$ cat src/rtl/fifo_pkg.sv
// Shared constants and types for the 32-entry FIFO storage/pointer stage.
// Latency: n/a (declarations only).
// Backpressure: n/a (declarations only).
package fifo_pkg;

  localparam int DATA_W = 8;
  localparam int DEPTH  = 32;
  localparam int ADDR_W = 5;
  localparam int CNT_W  = 6;

  typedef logic [DATA_W-1:0] data_t;
  typedef logic [ADDR_W-1:0] addr_t;
  typedef logic [CNT_W-1:0]  cnt_t;

  // Occupancy values for the full and empty tests.
  localparam cnt_t CNT_FULL  = cnt_t'(DEPTH);
  localparam cnt_t CNT_EMPTY = '0;

endpackage

$ cat src/rtl/fifo_ram_sp.sv
// DEPTH x DATA_W storage array: one write port, one registered read port.
// Latency: read data appears 1 clock after re is sampled high; writes land at the edge.
// Backpressure: none; the caller guarantees that a read and a write never target the same live entry.
//
// Ports:
//   clk, rst       clock and asynchronous active-high reset (read register only)
//   we, waddr      write strobe and address; wdata is stored on the edge
//   re, raddr      read strobe and address; rdata updates on the edge and holds otherwise
module fifo_ram_sp
  import fifo_pkg::*;
(
  input  logic  clk,
  input  logic  rst,
  input  logic  we,
  input  addr_t waddr,
  input  data_t wdata,
  input  logic  re,
  input  addr_t raddr,
  output data_t rdata
);

  // The array is deliberately not reset; its contents are meaningless until written.
  data_t mem [DEPTH];

  always_ff @(posedge clk) begin
    if (we) begin
      mem[waddr] <= wdata;
    end
  end

  // The output register is reset so data_out reads 0 after reset, and it holds
  // its value between reads.
  always_ff @(posedge clk or posedge rst) begin
    if (rst) begin
      rdata <= '0;
    end else if (re) begin
      rdata <= mem[raddr];
    end
  end

endmodule

$ cat src/rtl/fifo_storage_ctrl.sv
// Storage and pointer stage of the 32-entry FIFO: data array, circular addresses, occupancy count.
// Latency: accepted read returns data_out with data_valid 1 clock after the accepting edge.
// Backpressure: writes refused when full (wr_drop), reads refused when empty (rd_drop); both re-checked here.
//
// Ports:
//   clk, rst            clock and asynchronous active-high reset
//   wr, data_in         write request and write data
//   rd_en               read request (pre-gated upstream, gated again here)
//   wr_ptr              registered occupancy count 0..DEPTH
//   data_out/data_valid registered read data and its one-cycle strobe
//   wr_drop/rd_drop     one-cycle pulses for refused writes/reads
module fifo_storage_ctrl
  import fifo_pkg::*;
(
  input  logic              clk,
  input  logic              rst,
  input  logic              wr,
  input  logic [DATA_W-1:0] data_in,
  input  logic              rd_en,
  output logic [CNT_W-1:0]  wr_ptr,
  output logic [DATA_W-1:0] data_out,
  output logic              data_valid,
  output logic              wr_drop,
  output logic              rd_drop
);

  addr_t wr_addr;
  addr_t rd_addr;
  logic  full;
  logic  empty;
  logic  wr_acc;
  logic  rd_acc;

  // Acceptance uses the pre-edge count. Since a read is only refused at count 0,
  // a write and a read can never hit the same live address in one cycle.
  assign full   = (wr_ptr == CNT_FULL);
  assign empty  = (wr_ptr == CNT_EMPTY);
  assign wr_acc = wr & ~full;
  assign rd_acc = rd_en & ~empty;

  fifo_ram_sp u_ram (
    .clk   (clk),
    .rst   (rst),
    .we    (wr_acc),
    .waddr (wr_addr),
    .wdata (data_in),
    .re    (rd_acc),
    .raddr (rd_addr),
    .rdata (data_out)
  );

  // Addresses wrap naturally at ADDR_W bits, giving modulo-DEPTH behaviour.
  always_ff @(posedge clk or posedge rst) begin
    if (rst) begin
      wr_addr <= '0;
      rd_addr <= '0;
    end else begin
      if (wr_acc) begin
        wr_addr <= wr_addr + addr_t'(1);
      end
      if (rd_acc) begin
        rd_addr <= rd_addr + addr_t'(1);
      end
    end
  end

  // Count moves only when exactly one side is accepted; the acceptance gating
  // keeps it within 0..DEPTH.
  always_ff @(posedge clk or posedge rst) begin
    if (rst) begin
      wr_ptr <= '0;
    end else if (wr_acc && !rd_acc) begin
      wr_ptr <= wr_ptr + cnt_t'(1);
    end else if (rd_acc && !wr_acc) begin
      wr_ptr <= wr_ptr - cnt_t'(1);
    end
  end

  always_ff @(posedge clk or posedge rst) begin
    if (rst) begin
      data_valid <= 1'b0;
      wr_drop    <= 1'b0;
      rd_drop    <= 1'b0;
    end else begin
      data_valid <= rd_acc;
      wr_drop    <= wr & full;
      rd_drop    <= rd_en & empty;
    end
  end

endmodule

$ cat config.mk
export PLATFORM = sky130hd
export DESIGN_NAME = fifo_storage_ctrl
export DESIGN_NICKNAME = d
export VERILOG_FILES = /design/src/rtl/fifo_pkg.sv /design/src/rtl/fifo_ram_sp.sv /design/src/rtl/fifo_storage_ctrl.sv
export SDC_FILE = /design/constraint.sdc
export NUM_CORES = 1
export LEC_CHECK = 0
export ABC_CLOCK_PERIOD_IN_PS = 3500
export BUFFER_PORTS_ARGS = -buffer_cell sky130_fd_sc_hd__clkbuf_2
export CAP_MARGIN = 5
export CORE_MARGIN = 2
export CORE_UTILIZATION = 59
export DETAILED_ROUTE_END_ITERATION = 10
export GPL_TIMING_DRIVEN = 0
export PLACE_DENSITY = 0.74
export SYNTH_ARGS = -nofsm -noshare
export SYNTH_HDL_FRONTEND = slang
export SYNTH_HIERARCHICAL = 1
export SYNTH_SLANG_ARGS = --single-unit
$ cat constraint.sdc
create_clock -name clk -period 3.5 [get_ports clk]
set_clock_uncertainty 0.15 [all_clocks]
set_input_delay 0.35 -clock clk [delete_from_list [all_inputs] [get_ports clk]]
set_output_delay 0.35 -clock clk [all_outputs]
set_load 0.03 [all_outputs]
==> Word-level counts from Yosys, hierarchy flattened <==
Memory sizes are Yosys's and may differ from the RTL's. A register that Yosys moved wholly into a read port is not among the register bits.
Cells that the tools add are included.
{ "op_classes": {"n_eq_ne": 1, "addsub": 4, "bitwise": 6, "reduce_logical": 6, "muxes": 4} }
{ "op_table": {"columns": ["operator", "count"], "rows": [
  ["two-way mux 6 bit", 2],
  ["adder 5 x 1 -> 5 bit (second input constant)", 2],
  ["adder 6 x 1 -> 6 bit (second input constant)", 1],
  ["== test 6 bit (second input constant)", 1],
  ["zero test 6 bit", 1],
  ["subtractor 6 x 1 -> 6 bit (second input constant)", 1],
  ["bitwise AND 1 bit", 4],
  ["logical AND 1 bit", 2],
  ["zero test 1 bit", 2],
  ["two-way mux 1 bit", 2],
  ["inverter 1 bit", 2],
  ["nonzero test 2 bit", 1]
]} }
{ "totals": {"input_bits": 12, "mem_count": 1, "word_cells": 28, "register_bits": 19, "out_inout_bits": 17, "ramBits": 256} }
{ "memory_table": {"columns": ["name", "depth", "width", "read_ports", "rd_clocked_by_memory_dff", "wr", "line", "rtl"], "rows": [
  ["u_ram.mem", 32, 8, 1, 1, 1, "fifo_ram_sp.sv:23", "data_t mem [DEPTH];"]
]} }

==> Depth between registers and ports, before layout <==
{ "logic_depth": {"word_depth": 7, "depth_mapped": 10, "ltp_nobuf": 10} }

==> Modules after synthesis <==
The synthesis kept the hierarchy.
{ "by_module_without_submodules": {"columns": ["mod", "cells_each", "area_per_inst_um2", "seq_area_each_um2", "n_inst"], "rows": [
  ["fifo_ram_sp", 592, 10415.0, 7887.6, 1],
  ["fifo_storage_ctrl", 90, 1006.0, 475.5, 1]
]} }

==> Worst setup path before layout <==
OpenSTA, ideal clock, no wires.
{ "synth_timing": {"kind": "flip-flop to flip-flop", "start": "reg wr_ptr[2]", "end": "mem u_ram/mem[0][0] (netlist name), enable pin", "t_required_ns": 2.980, "path_stages_with_launch": 6, "path_slack_ns": 0.714, "setup_ns": 0.370, "arrival_time_ns": 2.266, "period_less_slack_ns": 2.786, "n_path_buf": 1, "cell_sequence": "dfrtp_1 -> nor4_4 -> a31oi_1 -> or3b_2 -> clkbuf_1 -> nor2_1"} }
{ "synth_between": {"elab_chain_len": 5} }
{ "synth_rtl": {"columns": ["element", "line", "rtl"], "rows": [
  ["from (decl)", "fifo_storage_ctrl.sv:20", "output logic [CNT_W-1:0] wr_ptr,"],
  ["from (signal assigned)", "fifo_storage_ctrl.sv:73", "wr_ptr <= wr_ptr + cnt_t'(1);"],
  ["from (signal assigned)", "fifo_storage_ctrl.sv:75", "wr_ptr <= wr_ptr - cnt_t'(1);"],
  ["== test 6 bit", "fifo_storage_ctrl.sv:36", "assign full = (wr_ptr == CNT_FULL);"],
  ["inverter 1 bit", "fifo_storage_ctrl.sv:38", "assign wr_acc = wr & ~full;"],
  ["bitwise AND 1 bit", "fifo_storage_ctrl.sv:38", null],
  ["named net wr_acc", "fifo_storage_ctrl.sv:31", "logic wr_acc;"],
  ["two-way mux 1 bit", "fifo_ram_sp.sv:26", "if (we) begin"],
  ["two-way mux 1 bit (not written as such)", "fifo_ram_sp.sv:27", "mem[waddr] <= wdata;"],
  ["to (decl)", "fifo_ram_sp.sv:23", null]
]} }
The timed path passes the listed nets, and every way through them passes these cells.

==> Final worst setup path <==
{ "layout_timing": {"start": "reg wr_ptr[2]", "end": "mem u_ram/mem[16][4] (netlist name), enable pin"} }
The elaborated chain is that of the path after synthesis.

==> flow_summary.json <==
{
  "outcome": "completed",
  "grt_overflow_total": 0,
  "max-slew-margin-rel_pct": 42.5,
  "syn_area_per_cell_sq_um": 16.7,
  "period_share_pct": 93.3,
  "final_cell_area_sq_um": 12800,
  "drive_gt1_share_pct": 13.1,
  "postRouteAntennaNets": 0,
  "total_power_mw": 10.5,
  "worst_ir_drop_vdd_v": 0.000452,
  "htree_num_levels": 1,
  "critical_path_arrival_ns": 3.26,
  "finalSetupViolCount": 0,
  "synth.top_cell.area_share_pct": 67.3,
  "dieArea_sq_um": 20500,
  "rsz0062_at_grt": "no",
  "required_ns": 3.49,
  "postCtsSetupBuffers": 0,
  "final_cell_mix": "edfxtp_1 (256), mux2i_1 (129), a22oi_1 (64)",
  "critPathCaptureType": "flip-flop",
  "drtPass1Iterations": 5,
  "area_growth_pct": 11.7,
  "worstSetupStartpointType": "flip-flop",
  "insertion_delay_ns": 0.53,
  "drt_iter0_drc": 661,
  "hp-class": "in -> async",
  "viasPerCell": 6.20,
  "cts_tree": "done",
  "ys.flop_type": "edfxtp_1",
  "final_util_pct": 67.7,
  "fin_cells": 1022,
  "diodes": 0,
  "clkTransAtPathRegs_ns": 0.06,
  "dpl_worst_slack_ns": 0.313,
  "reg2reg_depth": 5,
  "clockBufferDepth": 3,
  "post_dp_cell_area_sq_um": 11900,
  "p_leak_nw": 4.51,
  "gp_congestion": 0.914,
  "cts_buffers": 27,
  "holdWs_ns": 0.228,
  "post-route-min-period_ns": 3.27,
  "ctsResizeCount": 0,
  "finalNetCount": 763,
  "seq_area_sq_um": 8360,
  "crit_type": "reg -> reg",
  "fillers": 1242,
  "via_count": 6335,
  "synth_nets": 703,
  "grt_pass1_vias": 6376,
  "ys_top_cells_by_area": "edfxtp_1 (67%), mux2i_1 (11%), dfrtp_1 (5.9%), a22oi_1 (4.2%), a21oi_1 (1.5%)",
  "fin_tns_setup_ns": 0,
  "cts_num_sinks": 283,
  "yosysWarnings": 6,
  "post_drt_wl_per_cell_microns": 24.8,
  "pin_count": 29,
  "r2r-start": "wr_ptr[2]",
  "r2r-end": "u_ram/mem[16][4]",
  "final_common_cell": "edfxtp_1",
  "drt_drc_violations_left": 0,
  "synthArstFlopShare_pct": 9.54,
  "hpwl_mm": 16.4,
  "dieHeight_microns": 143,
  "portBuffers": 28,
  "synth_edf_count": 256,
  "row_count": 50,
  "clockRootBuffer": "clkbuf_16",
  "hold_viol": 0,
  "ys_types": 45,
  "synth_area_sq_um": 11400,
  "fmax_mhz": 306,
  "antenna_found_initial": 0,
  "reg2reg_slack_ns": 0.23,
  "yosysTopAreaCell": "edfxtp_1",
  "fp.dieW_microns": 143,
  "routed_wl_mm": 25.4,
  "core-area_sq_um": 18800,
  "netlist_instances": 682,
  "worst_slew_pin_slew_ns": 0.859,
  "path_max_fanout": 10,
  "drv_slew": 0,
  "grt_pass1_wl_mm": 37.7,
  "start_util_pct": 60.7,
  "yosysSeqAreaShare_pct": 73.2,
  "grt_max_degree": 33,
  "pwr_density_cell_nw_per_um2": 824,
  "multi_input_area_sq_um": 2810,
  "grt_usage_pct": 25.4,
  "synth_seq_cells": 283,
  "placed_cells": 970,
  "drv_cap": 0,
  "fin_ws_ns": 0.234
}
## final cells by class
| cell class | instances | area share (%) |
|---|---|---|
| Tap cell | 260 | 2.55 |
| Timing Repair Buffer | 31 | 1.33 |
| Sequential cell | 283 | 65.6 |
| Multi-Input combinational cell | 354 | 22.0 |
| Clock buffer | 37 | 5.75 |
| Inverter | 10 | 0.314 |
| Buffer | 35 | 1.67 |
| Clock inverter | 12 | 0.814 |
## worst max-delay path, cell delays in order, from the launching register on
cell      delay [ns]
dfrtp_1         0.47
nor4_4          0.09
a31oi_1         0.63
or3b_2          0.49
clkbuf_1        0.31
nor2_1          0.74
## registers in the layout (all words and copies together), names as in the netlist
register	flops
data_valid	1
rd_addr	5
rd_drop	1
u_ram/mem	256
u_ram/rdata	8
wr_addr	5
wr_drop	1
wr_ptr	6
## worst max-delay path by stage
stage | start | end | slack, ns | cells past startpoint
after floorplan | wr_ptr[2] | u_ram/mem[0][0] | 0.71 | 5
after global placement | wr_ptr[2] | u_ram/mem[16][2] | 0.40 | 5
after detailed placement | wr_ptr[2] | u_ram/mem[28][5] | 0.31 | 5
after CTS | wr_ptr[2] | u_ram/mem[28][1] | 0.29 | 5
after global routing | wr_ptr[2] | u_ram/mem[16][7] | 0.02 | 5
final | wr_ptr[2] | u_ram/mem[16][4] | 0.23 | 5
## layer usage
| metal | vias up | global-route usage (%) | wire, microns |
|---|---|---|---|
| met2 | 273 | 41.9 | 12400 |
| met1 | 3212 | 34.4 | 10100 |
| met3 | 52 | 4.93 | 2030 |
| met4 | 0 | 8.65 | 777 |
| met5 | - | 0 | 0 |
| li1 | 2798 | - | - |
## synthesized netlist by cell type (6+ instances only)
library cell    n
nor4_1          8
a21oi_1        35
clkbuf_1       14
dfrtp_1        27
inv_1           8
mux2_2          9
nor2_1         35
buf_6           6
nand2_1         9
ha_1            8
mux2i_1       129
a22oi_1        64
xnor2_1         8
buf_4           8
edfxtp_1      256
## cell families (layout without fill, tap and decap cells)
kind of cell | Yosys count | in the layout | synth area share (%)
multiplexers | 139 | 139 | 12.3
adder cells (fa/ha/maj) | 9 | 9 | 1.05
buffers and inverters | 45 | 125 | 2.21
flip-flops | 283 | 283 | 73.2
XOR/XNOR | 11 | 11 | 0.844
AO/OA/AOI/OAI | 110 | 110 | 6.46
AND/OR/NAND/NOR | 85 | 85 | 3.88
## report_power, final
group / total (mW) / switching, mW / leakage (nW) / internal (mW)
Sequential: 4.34 / 0.294 / 2.62 / 4.04
Clock: 2.75 / 1.15 / 0.404 / 1.60
Combinational: 3.42 / 2.15 / 1.48 / 1.28
## what timing repair did
item	CTS	global route
endpoints found under the hold margin	30	0
hold buffers	3	0
endpoints found under the setup margin	0	0
No activity file was read; power rests on OpenSTA's default activity.
